### config.mk
export PLATFORM = sky130hd
export DESIGN_NAME = cube_stream_loader
export DESIGN_NICKNAME = d
export VERILOG_FILES = /design/src/rtl/cube_stream_loader_pkg.sv /design/src/rtl/cube_stream_loader_byte_assembler.sv /design/src/rtl/cube_stream_loader.sv
export SDC_FILE = /design/constraint.sdc
export NUM_CORES = 1
export LEC_CHECK = 0
export ABC_AREA = 1
export CAP_MARGIN = 10
export CORE_UTILIZATION = 45
export DETAILED_ROUTE_END_ITERATION = 7
export PLACE_DENSITY = 0.78
export SYNTH_ARGS = -nofsm -noshare
export SYNTH_HDL_FRONTEND = slang
export SYNTH_SLANG_ARGS = --single-unit
### constraint.sdc
create_clock -name clk -period 2.89 [get_ports clk]
set_input_delay 0.578 -clock clk [delete_from_list [all_inputs] [get_ports clk]]
set_output_delay 0.578 -clock clk [all_outputs]
set_load 0.02 [all_outputs]
### src/rtl/cube_stream_loader_pkg.sv
// cube_stream_loader_pkg
//   Shared definitions for the cube stream loader. It holds the loader state
//   encodings, the default frame geometry and timeout, and a counter-width
//   helper.
package cube_stream_loader_pkg;

  localparam int LD_BYTES   = 15;
  localparam int LD_DATA_W  = 120;
  localparam int LD_TIMEOUT = 4096;

  typedef enum logic [2:0] {
    LD_COLLECT = 3'd0,
    LD_DRAIN   = 3'd1,
    LD_LOAD    = 3'd2,
    LD_WAIT    = 3'd3,
    LD_OUT     = 3'd4
  } ld_state_e;

  // Width of a counter that must hold the values 0..n-1. The result is never
  // less than 1 bit.
  function automatic int ld_cnt_w(input int n);
    return (n > 1) ? $clog2(n) : 1;
  endfunction

endpackage

### src/rtl/cube_stream_loader_byte_assembler.sv
// cube_stream_loader_byte_assembler
//   Tracks the byte index within a frame and writes each accepted byte into
//   its lane of the assembled word. Byte 0 goes to the LSB lane. The index
//   returns to 0 after a byte flagged last and after the byte in the final lane.
// Ports
//   clk, rst_n  clock, async active-low reset
//   wr_en_i     accept the byte on data_i into the current lane
//   data_i      input byte
//   last_i      the byte on data_i closes the frame
//   net_d_o     assembled word (held between writes)
//   full_o      the current index is the final lane
//   last_o      a byte flagged last is being written this cycle
module cube_stream_loader_byte_assembler
  import cube_stream_loader_pkg::*;
#(
  parameter int BYTES  = LD_BYTES,
  parameter int DATA_W = LD_DATA_W
) (
  input  logic              clk,
  input  logic              rst_n,
  input  logic              wr_en_i,
  input  logic [7:0]        data_i,
  input  logic              last_i,
  output logic [DATA_W-1:0] net_d_o,
  output logic              full_o,
  output logic              last_o
);

  localparam int IDX_W = ld_cnt_w(BYTES);
  localparam logic [IDX_W-1:0] LAST_IDX = IDX_W'(BYTES - 1);

  logic [IDX_W-1:0]  idx_q, idx_d;
  logic [DATA_W-1:0] net_d_q, net_d_d;

  assign full_o  = (idx_q == LAST_IDX);
  assign last_o  = wr_en_i & last_i;
  assign net_d_o = net_d_q;

  always_comb begin
    net_d_d = net_d_q;
    idx_d   = idx_q;
    if (wr_en_i) begin
      for (int k = 0; k < BYTES; k++) begin
        if (idx_q == IDX_W'(k)) net_d_d[8*k +: 8] = data_i;
      end
      idx_d = (last_i || full_o) ? '0 : idx_q + IDX_W'(1);
    end
  end

  always_ff @(posedge clk or negedge rst_n) begin
    if (!rst_n) begin
      idx_q   <= '0;
      net_d_q <= '0;
    end else begin
      idx_q   <= idx_d;
      net_d_q <= net_d_d;
    end
  end

endmodule

### src/rtl/cube_stream_loader.sv
// cube_stream_loader
//   Front-end for the cube classification network. It assembles a framed
//   byte stream into one word and pulses load to the network. It waits for
//   the rising edge of the network's valid and returns the 4-bit result over
//   a valid/ready port. Framing errors and timeouts give a one-cycle err pulse.
// Ports
//   clk, rst_n                  clock, async active-low reset
//   s_valid/s_ready/s_data/s_last  byte stream input
//   net_load, net_d             start pulse and word to the network
//   net_valid, net_q            network completion flag and result
//   m_valid/m_ready/m_data      result output
//   busy                        network loaded and not yet resolved
//   err                         one-cycle framing-error or timeout pulse
//
// state      | meaning
// -----------+-------------------------------------------------------
// LD_COLLECT | accepting frame bytes into net_d
// LD_DRAIN   | frame overran; discarding bytes up to the next s_last
// LD_LOAD    | one-cycle net_load, timeout counter cleared
// LD_WAIT    | waiting for net_valid rising edge or timeout
// LD_OUT     | m_valid high, m_data held until m_ready
module cube_stream_loader
  import cube_stream_loader_pkg::*;
#(
  parameter int BYTES   = LD_BYTES,
  parameter int DATA_W  = LD_DATA_W,
  parameter int TIMEOUT = LD_TIMEOUT
) (
  input  logic              clk,
  input  logic              rst_n,
  input  logic              s_valid,
  output logic              s_ready,
  input  logic [7:0]        s_data,
  input  logic              s_last,
  output logic              net_load,
  output logic [DATA_W-1:0] net_d,
  input  logic              net_valid,
  input  logic [3:0]        net_q,
  output logic              m_valid,
  input  logic              m_ready,
  output logic [3:0]        m_data,
  output logic              busy,
  output logic              err
);

  localparam int CNT_W = ld_cnt_w(TIMEOUT);
  // The counter holds j-1 during the j-th WAIT cycle, so the limit is
  // reached when it reads TIMEOUT-1.
  localparam logic [CNT_W-1:0] TO_LAST = CNT_W'((TIMEOUT > 0) ? TIMEOUT - 1 : 0);

  ld_state_e        state_q, state_d;
  logic [CNT_W-1:0] cnt_q, cnt_d;
  logic [3:0]       m_data_q, m_data_d;
  logic             err_q, err_d;
  logic             net_valid_d_q;

  logic wr_en, asm_full, asm_last, nv_rise, timeout_hit;

  assign wr_en       = s_valid & (state_q == LD_COLLECT);
  assign nv_rise     = net_valid & ~net_valid_d_q;
  assign timeout_hit = (TIMEOUT != 0) && (cnt_q == TO_LAST);

  cube_stream_loader_byte_assembler #(
    .BYTES  (BYTES),
    .DATA_W (DATA_W)
  ) u_asm (
    .clk     (clk),
    .rst_n   (rst_n),
    .wr_en_i (wr_en),
    .data_i  (s_data),
    .last_i  (s_last),
    .net_d_o (net_d),
    .full_o  (asm_full),
    .last_o  (asm_last)
  );

  assign s_ready  = (state_q == LD_COLLECT) || (state_q == LD_DRAIN);
  assign net_load = (state_q == LD_LOAD);
  assign busy     = (state_q == LD_LOAD) || (state_q == LD_WAIT);
  assign m_valid  = (state_q == LD_OUT);
  assign m_data   = m_data_q;
  assign err      = err_q;

  always_comb begin
    state_d  = state_q;
    cnt_d    = cnt_q;
    m_data_d = m_data_q;
    err_d    = 1'b0;
    case (state_q)
      LD_COLLECT: begin
        if (asm_last) begin
          if (asm_full) state_d = LD_LOAD;
          else          err_d   = 1'b1;
        end else if (wr_en && asm_full) begin
          err_d   = 1'b1;
          state_d = LD_DRAIN;
        end
      end
      LD_DRAIN: begin
        if (s_valid && s_last) state_d = LD_COLLECT;
      end
      LD_LOAD: begin
        cnt_d   = '0;
        state_d = LD_WAIT;
      end
      LD_WAIT: begin
        cnt_d = cnt_q + CNT_W'(1);
        // A valid edge on the final allowed cycle still counts as a result.
        if (nv_rise) begin
          m_data_d = net_q;
          state_d  = LD_OUT;
        end else if (timeout_hit) begin
          err_d   = 1'b1;
          state_d = LD_COLLECT;
        end
      end
      LD_OUT: begin
        if (m_ready) state_d = LD_COLLECT;
      end
      default: state_d = LD_COLLECT;
    endcase
  end

  always_ff @(posedge clk or negedge rst_n) begin
    if (!rst_n) begin
      state_q       <= LD_COLLECT;
      cnt_q         <= '0;
      m_data_q      <= '0;
      err_q         <= 1'b0;
      net_valid_d_q <= 1'b0;
    end else begin
      state_q       <= state_d;
      cnt_q         <= cnt_d;
      m_data_q      <= m_data_d;
      err_q         <= err_d;
      net_valid_d_q <= net_valid;
    end
  end

endmodule

==> out/metrics.yaml, run 1 <==
synth_top_cells_by_count: "dfrtp_1, nor2_1, a21oi_1"
cts_tree: "built"
synth_area_um2: 5770
overflow: 0
grt_pass1_vias: 4837
yosysMostFrequentCell: "dfrtp_1"
numPortBuffers: 146
hp-class: "primary input to async pin"
grt_pass1_wl_um: 24800
layout_min_cycle_time_ps: 2510
ys_seq_area_frac: 0.629
rr_endpoint: "u_asm.net_d_o[63]"
clockBufferDepth: 2
synth_area_leader_cell: "dfrtp_1"
layout.cells.non_filler: 927
initial_utilization: 0.470
viasPerCell: 5.12
synth_ff_type: "dfrtp_1"
ant_nets: 0
rsz0062_at_grt: "no"
synth_area_leaders: "dfrtp_1, a21oi_1, nor2_1"
layout_setup_ws_ps: 381
clkTransAtPathRegs_ps: 60
path_max_fanout: 6
arrival_ps: 1930
start_kind: "flop"
place_inst: 895
critPathLaunch: "state_q[1]"
reg2regPathDepth: 5
first_pass_iters: 5
synth_cells: 600
met2_usage: 0.415
io_pins: 147
die_w_um: 115
synth-seq-cells: 145
hold_viol_final: 0
htree_levels: 4
die_y_um: 115
use_met1: 0.304
slew_viol_final: 0
dp_hpwl_um: 10400
gp_congestion: 0.842
area_growth_pct: 38.3
grtUsageMet3: 0.0854
ys.warnings.count: 0
timing.slew.headroom: 0.455
power_density_nw_per_um2: 1220
worstMarginPinSlew_ps: 816
setup-tns-final_ps: 0
antennaDiodeCount: 0
cts-root-buf: "clkbuf_16"
finalCritPeriodShare: 0.868
max-cap-violations: 0
crit_path_end_kind: "output pin"
num-nets-final: 769
ir_drop_uv: 690
fillers: 970
fmax_ghz: 0.398
grt_util_all_layers: 0.253
drcViolationCount: 0
hold_slack_ps: 76.2
antenna_found_initial: 0
cts.sinks: 145
fin_util: 0.650
p_leak_uw: 0.00359
wl_um: 15500
drt_iter0_drc: 365
cts.repair.resized: 0
synth-async-reset-ratio: 1.00
critPathKind: "flop to output pin"
grt_max_degree: 46
grt_busiest_layer: "met2"
synth.avg_cell_area_um2: 9.61
rows: 40
syn_nets: 623
numCtsBuffers: 17
cp.required_ps: 2310
final.setup_skew_ps: 11.7
setup_viol: 0
outcome: "finished, final reports clean"
postCtsSetupBuffers: 0
yosysUniqueCellTypes: 26
drive_above_1_share: 0.0685
worstSkewPairLatency_ps: 420
netlist.area_leader.share: 0.629
synth_edf_count: 0
reg2reg_from: "state_q[0]"
die_area_um2: 13300
vias: 4743
cts_hold_buf: 0
coreArea_um2: 12300
routedWlPerCell_um: 16.8
place_ws_ps: 463
cp-endpoint: "net_load"
r2r_setup_slack_ps: 990
per-layer routing:
metal	vias up	wire length [um]
met1	2305	6300
met5	-	0
met4	0	385
met2	163	7800
li1	2252	-
met3	23	1040
power by group:
part | total, uW | leakage (uW) | internal, uW | switching (uW)
combinational | 4080 | 0.00142 | 1830 | 2250
clock | 2290 | 0.000300 | 1430 | 851
sequential | 3370 | 0.00187 | 2840 | 527
total | 9730 | 0.00359 | 6100 | 3630
placed cells by master (no fill, tap or decap), drive strengths merged, types with 2 or more instances in the layout:
| cell | n |
|---|---|
| a21oi | 109 |
| buf | 6 |
| bufinv | 3 |
| clkbuf | 21 |
| clkdlybuf4s50 | 145 |
| clkinv | 4 |
| clkinvlp | 2 |
| dfrtp | 145 |
| ha | 5 |
| inv | 37 |
| nand2 | 72 |
| nand3 | 21 |
| nand4 | 5 |
| nor2 | 140 |
| nor3 | 6 |
| o21ai | 28 |
| o21bai | 2 |
| o31ai | 2 |
| xor2 | 2 |
registers in the layout (all words and copies together) (netlist names):
| name | cells |
|---|---|
| err | 1 |
| m_data | 4 |
| state_q | 3 |
| cnt_q | 12 |
| u_asm.net_d_o | 120 |
| u_asm.idx_q | 4 |
| net_valid_d_q | 1 |
stage by stage:
step	power, uW	area (um2)
floorplan	5420	5770
global placement	7320	7350
detailed placement	7460	7350
CTS	9790	7970
global route	10300	7970
finish	9730	7970
worst min path at each step:
stage	slack (ps)	from	endpoint
after detailed placement	470	m_data[3]	m_data[3]
after floorplan	280	rst_n	cnt_q[0]
after CTS	70	rst_n	u_asm.net_d_o[63]
after global routing	80	rst_n	u_asm.net_d_o[63]
final	80	rst_n	u_asm.net_d_o[63]
after global placement	450	m_data[3]	m_data[3]
cells by family (layout without fill, tap and decap cells):
logic type | count (synthesis) | count (layout) | synth area share
simple gates | 246 | 246 | 0.184
compound gates | 143 | 143 | 0.127
buf+inv | 59 | 218 | 0.0464
fa+ha+maj | 5 | 5 | 0.0108
xor+xnor | 2 | 2 | 0.00304
flops | 145 | 145 | 0.629
area by class of cell:
cell class	count	area, um2	area share
sequential	145	3630	0.455
tap	168	210	0.0264
timing repair buffer	151	1510	0.190
clock inverter	11	150	0.0188
multi-input combinational	396	1870	0.235
clock buffer	21	470	0.0590
inverter	35	131	0.0165
worst max-delay path, stage by stage (launching register included):
cell and delay (ps):
dfrtp_1 450, inv_1 60, nor2_1 90, buf_4 150
nand2_1 70, inv_1 90, clkdlybuf4s50_1 610
Note: power is estimated with default switching activity, not from simulation.
==> inputs of run 2 (changes only) <==
Settings changed: CORE_UTILIZATION 45 to 44, PLACE_DENSITY 0.78 to 0.8.
Clock period 2.89 ns to 2 ns, I/O delays scaled along.
==> out/metrics.yaml, run 2 (synthesized netlist as in run 1, its figures left out) <==
outcome: "finished, final reports clean"
coreArea_um2: 12700  # +3.8%
path_max_fanout: 5  # -1
clockBufferDepth: 2  # unchanged
layout_commonest_cell: "dfrtp_1"
clkTransAtPathRegs_ps: 60  # about the same
antennaDiodeCount: 0  # unchanged
largest_reg_flops: 120  # unchanged
num-nets-final: 787  # +2.3%
cts_tree: "built"
p_leak_uw: 0.00365  # +1.8%
hold_slack_ps: 457  # +381 ps
wl_um: 15100  # -2.9%
vias: 4800  # +1.2%
setup_viol: 0  # unchanged
area_growth_pct: 40.4
first_pass_iters: 5  # unchanged
die_w_um: 116  # +1.1%
finalCritPeriodShare: 0.953
gp_congestion: 0.850  # +0.93%
cp.required_ps: 1600  # -710 ps
grt_pass1_vias: 4813  # -0.50%
viasPerCell: 5.06  # -1.1%
regArea_um2: 3630  # about the same
critPathKind: "flop to output pin"
power_density_nw_per_um2: 1700  # +40%
final.setup_skew_ps: 7.75  # -3.97 ps
antenna_found_initial: 0  # unchanged
ir_drop_uv: 994  # +44%
worstSkewPairLatency_ps: 420  # about the same
io_pins: 147  # unchanged
routedWlPerCell_um: 15.9  # -5.2%
arrival_ps: 1510  # -420 ps
drcViolationCount: 0  # unchanged
drive_above_1_share: 0.0927  # +0.0242
worstMarginPinSlew_ps: 418  # -398 ps
grt_pass1_wl_um: 24200  # -2.5%
ant_nets: 0  # unchanged
rsz0062_at_grt: "no"
overflow: 0  # unchanged
timing.slew.headroom: 0.721  # +0.265
rows: 41  # +2.5%
cts-root-buf: "clkbuf_16"
slew_viol_final: 0  # unchanged
mostFrequentLayoutCells: "dfrtp_1, clkdlybuf4s50_1, nor2_1, a21oi_1, nand2_1"
cts.sinks: 145  # unchanged
hp-class: "primary input to async pin"
max-cap-violations: 0  # unchanged
crit_path_end_kind: "output pin"
dp_hpwl_um: 10500  # +1.3%
htree_levels: 4  # unchanged
numPortBuffers: 146  # unchanged
numCtsBuffers: 17  # unchanged
setup-tns-final_ps: 0  # unchanged
die_y_um: 116  # +1.1%
die_area_um2: 13600  # +2.2%
fillers: 1029  # +6.1%
layout_min_cycle_time_ps: 1910
fmax_ghz: 0.525
start_kind: "flop"
drt_iter0_drc: 311  # -15%
initial_utilization: 0.453  # -0.0170
grt_max_degree: 71  # +54%
grt_util_all_layers: 0.241  # -0.0120
hold_viol_final: 0  # unchanged
multi_input_comb_area_um2: 1870  # unchanged
-- run 2: changes by cell type in the layout (fill, tap and decap cells not counted), moves of 2 or more --
cell,delta
buf_12,+3
clkinvlp_4,+4
clkbuf_2,+2
clkbuf_8,-3
clkinv_2,+2
clkdlybuf4s50_1,-4
buf_4,+14
inv_6,-3
-- run 2: timing repair --
item                                    4_1_cts  5_1_grt
buffers inserted                              0        0
pin swaps                                     0        0
hold endpoints to repair                     35        0
endpoints found under the setup margin        4        3
gates resized for setup                       5        6
hold buffers                                  1        0
-- run 2: per-stage QoR --
step | cells | setup WS, ps | power (uW) | util | cell area (um2)
floorplan | 600 | 240 | 7830 | - | 5770
global placement | 916 | 212 | 10600 | 0.591 | 7520
detailed placement | 916 | 164 | 10800 | 0.591 | 7520
CTS | 949 | 19.7 | 13900 | 0.637 | 8100
global route | 949 | 18.3 | 14600 | 0.636 | 8100
finish | 949 | 94.4 | 13800 | 0.636 | 8100
-- run 2: report_power, final --
group          total, uW  switching [uW]  internal (uW)
clock network       3020            1200           1820
logic               5860            3190           2670
registers           4900             788           4110
total              13800            5180           8600
-- run 2: worst paths after layout --
path	from	endpoint	slack [ps]	cells past startpoint
setup reg to reg	u_asm.idx_q[0]	u_asm.net_d_o[103]	390	6
setup / recovery	state_q[1]	busy	90	4
hold / removal	rst_n	u_asm.net_d_o[35]	460	2
max in group asynchronous	rst_n	u_asm.net_d_o[30]	850	3
min in group clk	m_data[0]	m_data[0]	480	2
hold reg to reg	m_data[0]	m_data[0]	480	2
-- run 2: final cells by class --
class,instances,share of cell area
inverter,35,0.0162
timing repair buffer,169,0.207
tap,172,0.0266
sequential,145,0.448
clock buffer,18,0.0530
multi-input combinational,396,0.231
clock inverter,14,0.0176
-- run 2: critical path: stages (launching register included) --
cell             delay [ps]
dfrtp_2                 430
inv_1                    60
nor2_1                  140
buf_4                   170
clkdlybuf4s15_1         300
-- run 2: metal layers --
metal / GRT usage / up-vias / share of wire
met2: 0.394 / 142 / 0.48
met4: 0.0846 / 0 / 0.024
met5: 0 / - / 0
met3: 0.0763 / 22 / 0.064
li1: - / 2297 / -
met1: 0.300 / 2339 / 0.43
==> inputs of run 3 (changes only) <==
Settings changed: HOLD_SLACK_MARGIN from default to 0.03.
==> results of run 3 <==
Same layout as run 2: the final DEF is identical, and so are final timing and power.
